## config.mk

```make
export PLATFORM = sky130hd
export DESIGN_NAME = diff_signature_collector_flat
export DESIGN_NICKNAME = d
export VERILOG_FILES = /design/src/rtl/diff_signature_collector_if.sv /design/src/rtl/diff_signature_collector.sv /design/src/flat_wrapper.sv
export SDC_FILE = /design/constraint.sdc
export NUM_CORES = 1
export LEC_CHECK = 0
export BUFFER_PORTS_ARGS = -buffer_cell sky130_fd_sc_hd__clkbuf_2
export CORE_UTILIZATION = 35
export DETAILED_ROUTE_END_ITERATION = 7
export PLACE_DENSITY = 0.49
export SLEW_MARGIN = 25
export SYNTH_ARGS = -nofsm -noshare
export SYNTH_HDL_FRONTEND = slang
export SYNTH_SLANG_ARGS = --single-unit
```

## constraint.sdc

```tcl
create_clock -name clkin_data -period 6.18 [get_ports clkin_data]
set_clock_uncertainty 0.1 [all_clocks]
set_input_delay 1.236 -clock clkin_data [delete_from_list [all_inputs] [get_ports clkin_data]]
set_output_delay 1.236 -clock clkin_data [all_outputs]
set_load 0.05 [all_outputs]
```

## src/rtl/diff_signature_collector_if.sv

```systemverilog
// Handshake bundle for diff_signature_collector: difference-word input stream and signature output stream.
// Both streams use valid/ready: a transfer happens on the rising edge where valid && ready are both high.
interface diff_signature_collector_if #(
  parameter int DW = 27
);
  logic          in_valid;
  logic          in_ready;
  logic [DW-1:0] in_diff;
  logic          sig_valid;
  logic          sig_ready;
  logic [31:0]   sig_data;

  modport master (
    output in_valid, in_diff, sig_ready,
    input  in_ready, sig_valid, sig_data
  );

  modport slave (
    input  in_valid, in_diff, sig_ready,
    output in_ready, sig_valid, sig_data
  );
endinterface

```

## src/rtl/diff_signature_collector.sv

```systemverilog
// Buffers difference words in a small FIFO and folds each WINDOW-sample group into a 32-bit MISR signature.
// Optional feature: define DIFF_ABS_EN to fold |diff| instead of the raw two's-complement pattern.
module diff_signature_collector #(
  parameter int          DW     = 27,
  parameter int          DEPTH  = 4,
  parameter int          WINDOW = 16,
  parameter logic [31:0] POLY   = 32'h04C11DB7,
  parameter logic [31:0] SEED   = 32'hFFFFFFFF
) (
  input  logic                    clkin_data,
  input  logic                    rst_n,
  diff_signature_collector_if.slave bus,
  output logic [31:0]             probe_data
);
  localparam int          AW       = $clog2(DEPTH);
  localparam int          CW       = AW + 1;
  localparam logic [7:0]  WIN_LAST = 8'(WINDOW - 1);

  typedef enum logic {COLLECT = 1'b0, PRESENT = 1'b1} state_t;

  logic [DW-1:0] mem [DEPTH];
  logic [AW-1:0] wr_ptr;
  logic [AW-1:0] rd_ptr;
  logic [CW-1:0] count;
  logic [31:0]   misr;
  logic [7:0]    sample_cnt;
  logic [15:0]   win_cnt;
  state_t        state;
  logic          sig_valid_q;
  logic [31:0]   sig_data_q;

  logic          push;
  logic          pop;
  logic [DW-1:0] head;
  logic [DW-1:0] head_val;
  logic [31:0]   misr_fold;

  // in_ready depends only on registered count, so a full FIFO refuses a push even when popping.
  assign bus.in_ready  = (count != CW'(DEPTH));
  assign push          = bus.in_valid && bus.in_ready;
  assign pop           = (state == COLLECT) && (count != '0);
  assign head          = mem[rd_ptr];

`ifdef DIFF_ABS_EN
  // Negation wraps, so the most-negative word maps to itself.
  assign head_val = head[DW-1] ? (~head + DW'(1)) : head;
`else
  assign head_val = head;
`endif

  assign misr_fold = {misr[30:0], 1'b0} ^ (misr[31] ? POLY : 32'h0) ^ 32'(head_val);

  assign bus.sig_valid = sig_valid_q;
  assign bus.sig_data  = sig_data_q;
  assign probe_data    = {win_cnt, sample_cnt, 4'(count), 3'b000, state == PRESENT};

  // Storage needs no reset: count and pointers define which entries are live.
  always_ff @(posedge clkin_data) begin
    if (push) mem[wr_ptr] <= bus.in_diff;
  end

  always_ff @(posedge clkin_data or negedge rst_n) begin
    if (!rst_n) begin
      wr_ptr      <= '0;
      rd_ptr      <= '0;
      count       <= '0;
      misr        <= SEED;
      sample_cnt  <= '0;
      win_cnt     <= '0;
      state       <= COLLECT;
      sig_valid_q <= 1'b0;
      sig_data_q  <= '0;
    end else begin
      if (push) wr_ptr <= wr_ptr + AW'(1);
      if (pop)  rd_ptr <= rd_ptr + AW'(1);
      case ({push, pop})
        2'b10:   count <= count + CW'(1);
        2'b01:   count <= count - CW'(1);
        default: count <= count;
      endcase

      case (state)
        COLLECT: begin
          if (pop) begin
            misr <= misr_fold;
            if (sample_cnt == WIN_LAST) begin
              sig_data_q  <= misr_fold;
              sig_valid_q <= 1'b1;
              sample_cnt  <= '0;
              state       <= PRESENT;
            end else begin
              sample_cnt <= sample_cnt + 8'd1;
            end
          end
        end
        PRESENT: begin
          // sig_valid is always high here; the window closes only on a completed transfer.
          if (bus.sig_ready) begin
            sig_valid_q <= 1'b0;
            misr        <= SEED;
            win_cnt     <= win_cnt + 16'd1;
            state       <= COLLECT;
          end
        end
        default: state <= COLLECT;
      endcase
    end
  end
endmodule

```

## src/flat_wrapper.sv

```systemverilog
// flat-port wrapper written by rule: the top's interface ports become plain ports
module diff_signature_collector_flat 
#(
  parameter int          DW     = 27,
  parameter int          DEPTH  = 4,
  parameter int          WINDOW = 16,
  parameter logic [31:0] POLY   = 32'h04C11DB7,
  parameter logic [31:0] SEED   = 32'hFFFFFFFF
)
  (clkin_data, rst_n, probe_data, bus_in_valid, bus_in_diff, bus_sig_ready, bus_in_ready, bus_sig_valid, bus_sig_data);
  diff_signature_collector_if #(.DW(DW)) bus_i ();
  input  logic clkin_data;
  input  logic rst_n;
  output logic [31:0] probe_data;
  input wire logic [$bits(bus_i.in_valid)-1:0] bus_in_valid;
  input wire logic [$bits(bus_i.in_diff)-1:0] bus_in_diff;
  input wire logic [$bits(bus_i.sig_ready)-1:0] bus_sig_ready;
  output wire logic [$bits(bus_i.in_ready)-1:0] bus_in_ready;
  output wire logic [$bits(bus_i.sig_valid)-1:0] bus_sig_valid;
  output wire logic [$bits(bus_i.sig_data)-1:0] bus_sig_data;
  assign bus_i.in_valid = bus_in_valid;
  assign bus_i.in_diff = bus_in_diff;
  assign bus_i.sig_ready = bus_sig_ready;
  assign bus_in_ready = bus_i.in_ready;
  assign bus_sig_valid = bus_i.sig_valid;
  assign bus_sig_data = bus_i.sig_data;
  diff_signature_collector #(.DW(DW), .DEPTH(DEPTH), .WINDOW(WINDOW), .POLY(POLY), .SEED(SEED)) u_core (.clkin_data(clkin_data), .rst_n(rst_n), .bus(bus_i), .probe_data(probe_data));
endmodule
```

==> metrics <==
number of buffers on the longest clock path 3; final-report setup violation count 0; CTS tree yes; summed negative setup slack over all endpoints 0 ps; number of max-slew violations in the final report 0; most common cell after layout, fill and taps aside edfxtp_1; number of nets still failing antenna checks after routing 0; share of power burned in registers 39.0%; count of input and output buffers 92; cell-internal power 0.003701 W; via count of the first global-routing pass ~4800; peak fanout along the critical path 6; core footprint about 23000 um2; Reg clk slew, reported paths roughly 50 ps; detailed placer's ending HPWL around 9.8 mm; Max stage delay on crit path 410 ps; residual DRC count 0; yosys synthesis warning count 0; last weighted congestion value of the routability-driven placer a little over 0.7; xor and xnor area share after synthesis under 10%; top-level port count 97; fraction of layout cells with a size suffix above 1 35.83%; fraction of registers with async set/reset 47.32%; fraction of power consumed by the clock network between 20% and 30%; tightest slew margin relative to the limit 31.71%; number of cells on the worst reg-to-reg path 5; path type of the worst setup path reg2out; nature of the critical path startpoint register; pin count of the biggest net entering global routing roughly 70; share of cell area taken by muxes after synthesis between 10% and 20%; post-synthesis sequential area ratio ~70%; post-synthesis instance area around 8400 um2; Primary FF master, synth edfxtp_1; die boundary width 156.8 um; grt ovf 0; end point of the worst hold path u_core.win_cnt[15]; Area growth syn-to-layout 18.54%; initial cell density of the core 35.71%; max-cap viol count 0; antenna violations before repair 1; leakage power 3.962 nW; post-placement worst setup slack ~3400 ps; number of failing hold endpoints at the final stage 0; mean post-synth cell area roughly 16 um2; kind of end point of the critical path output port; result of the run completed; maximum operating frequency 0.3514 GHz; net switching power 0.002254 W; detailed-routing iteration count for the pre-antenna-repair pass 4; clock period minus worst slack 2846 ps; Hold Path Depth 1; Final Routed Wirelength 16.32 mm; CTS root buffer clkbuf_16; Setup WS post-layout around 3300 ps; Cell variety after synth 35; arithmetic-cell share of the synthesized area counting full adders, half adders and majority gates about 1.3%; capture instance of the worst register-to-register path u_core.bus.sig_data[11]; combinational share of power between 30% and 40%; register bit total from synthesis approximately 210; area of the die about 25000 um2; critical hold path startpoint u_core.win_cnt[15]; reg-to-reg slack, setup ~3600 ps; fraction of the core area covered by cells at the end of the flow a little over two fifths; slew at the pin closest to its max-slew limit about 1000 ps; ratio of final minimum period to clock period a little under half; number of DRC markers in iteration 0 between 200 and 250; switching part of the total power 37.85%; filler cell count 2156; worst-path cell chain inv_1 > nand3_1 > clkbuf_2; count of cells resized by post-cts repair 0; FP Rows 56; r2r startpoint u_core.sample_cnt[0]; basic-gate share of the synthesized area counting and, or, nand and nor cells between 6 and 7%; number of instances in the synthesized netlist ~540; Wirelength per Cell 16.77 um; leading cell types in the layout, fill and taps excluded edfxtp_1 (108), clkbuf_2 (91), dfrtp_1 (64); cts bufs inserted 24; CTS Hold Bufs 0; Arr. time, crit path 1510 ps; combinational family with the most area after synthesis multiplexers; library cell contributing the largest single delay on the critical path dfrtp_1; via/cell ratio between 4 and 5; setup repair after global routing missed its margin no; aggregate global-route resource usage between 10% and 20%; Setup Fix Bufs, Post-CTS 0; compound-cell area share of the yosys netlist 2.418%; wire length of the first global-routing pass about 26 mm; final worst hold slack roughly 380 ps; number of synthesized flops with an enable pin about 110; Clock Latency Late Sink between 500 and 600 ps; Required @ worst endpoint approximately 4800 ps; via total after detailed routing about 4500; count of H-tree levels built during CTS 1; classification of the worst-slack hold path reg2reg; number of clock sinks a little over 200; worst ir drop on vdd 0.0001949 V; Layout Nets ~670; y dimension of the die between 150 and 200 um; areal power density over the cells about 600 nW/um2
-- how the worst max path moves through the flow --
stage / start / endpoint / cells past startpoint
2_1_floorplan: u_core.count[2] / u_core.count[2] / 9
3_3_place_gp: bus_in_valid / u_core.count[2] / 9
3_5_place_dp: bus_sig_ready / u_core.win_cnt[14] / 6
4_1_cts: u_core.count[1] / bus_in_ready / 3
5_1_grt: u_core.count[1] / bus_in_ready / 3
6_report: u_core.count[1] / bus_in_ready / 3
-- power groups by stage --
stage	combinational, W	sequential (W)	clock [W]
2_1_floorplan	0.00142	0.00267	0
3_3_place_gp	0.00225	0.00234	0
3_5_place_dp	0.00229	0.00236	0
4_1_cts	0.00230	0.00234	0.00143
5_1_grt	0.00249	0.00240	0.00148
6_report	0.00225	0.00232	0.00138
-- metal layers --
metal | global-route usage, % | wire length, um | vias up | part of all wire, %
met2 | 24.49 | 8223 | 93 | 50
met1 | 16.88 | 6917 | 2293 | 42
met5 | 0 | 0 | - | 0
met3 | 3.406 | 861 | 20 | 5.3
met4 | 4.062 | 313 | 0 | 1.9
li1 | - | - | 2122 | -
-- critical path, delay by kind of cell, from the launching register on --
kind / cells / cell delay, ps
buffers and inverters: 2 / 420
AND/OR/NAND/NOR: 1 / 190
flip-flops: 1 / 410
-- registers in the layout, indices dropped and copies added (netlist names) --
name	cells
u_core.bus.sig_data	32
u_core.bus.sig_valid	1
u_core.count	3
u_core.mem	108
u_core.misr	32
u_core.rd_ptr	2
u_core.sample_cnt	8
u_core.state	1
u_core.win_cnt	16
u_core.wr_ptr	2
-- Yosys cell counts (9+ instances only) --
cell / n / area [um2]
mux2_2: 25 / 281.5
o21ai_0: 34 / 170.2
nand3_1: 9 / 45.04
xnor2_1: 45 / 394.1
clkbuf_1: 11 / 41.29
dfrtp_1: 65 / 1627
mux4_2: 26 / 585.6
edfxtp_1: 108 / 3243
dfstp_2: 32 / 840.8
nand2_1: 45 / 168.9
nor2_1: 39 / 146.4
xor2_1: 20 / 175.2
-- kinds of logic after synthesis --
group	Yosys count
flops	205
compound gates	38
other cells	1
xor+xnor	65
fa+ha+maj	8
mux	63
buf+inv	37
simple gates	118
-- cell type report --
| type | instances | area, um2 | area share, % |
|---|---|---|---|
| antenna | 1 | 2.502 | 0.02518 |
| clock buffer | 31 | 666.9 | 6.711 |
| clock inverter | 13 | 127.6 | 1.284 |
| inverter | 8 | 30.03 | 0.3022 |
| multi-input combinational | 296 | 2474 | 24.89 |
| sequential | 205 | 5714 | 57.50 |
| tap | 319 | 399.1 | 4.017 |
| timing repair buffer | 100 | 523.0 | 5.263 |
-- through the flow --
stage,std cells,area [um2],power (W)
after floorplan,538,8394,0.004099
after detailed placement,928,9140,0.004651
after global placement,928,9138,0.004595
after global routing,972,9935,0.006369
final,973,9937,0.005956
after CTS,972,9935,0.006066
Power figures use the tool's default switching activity.
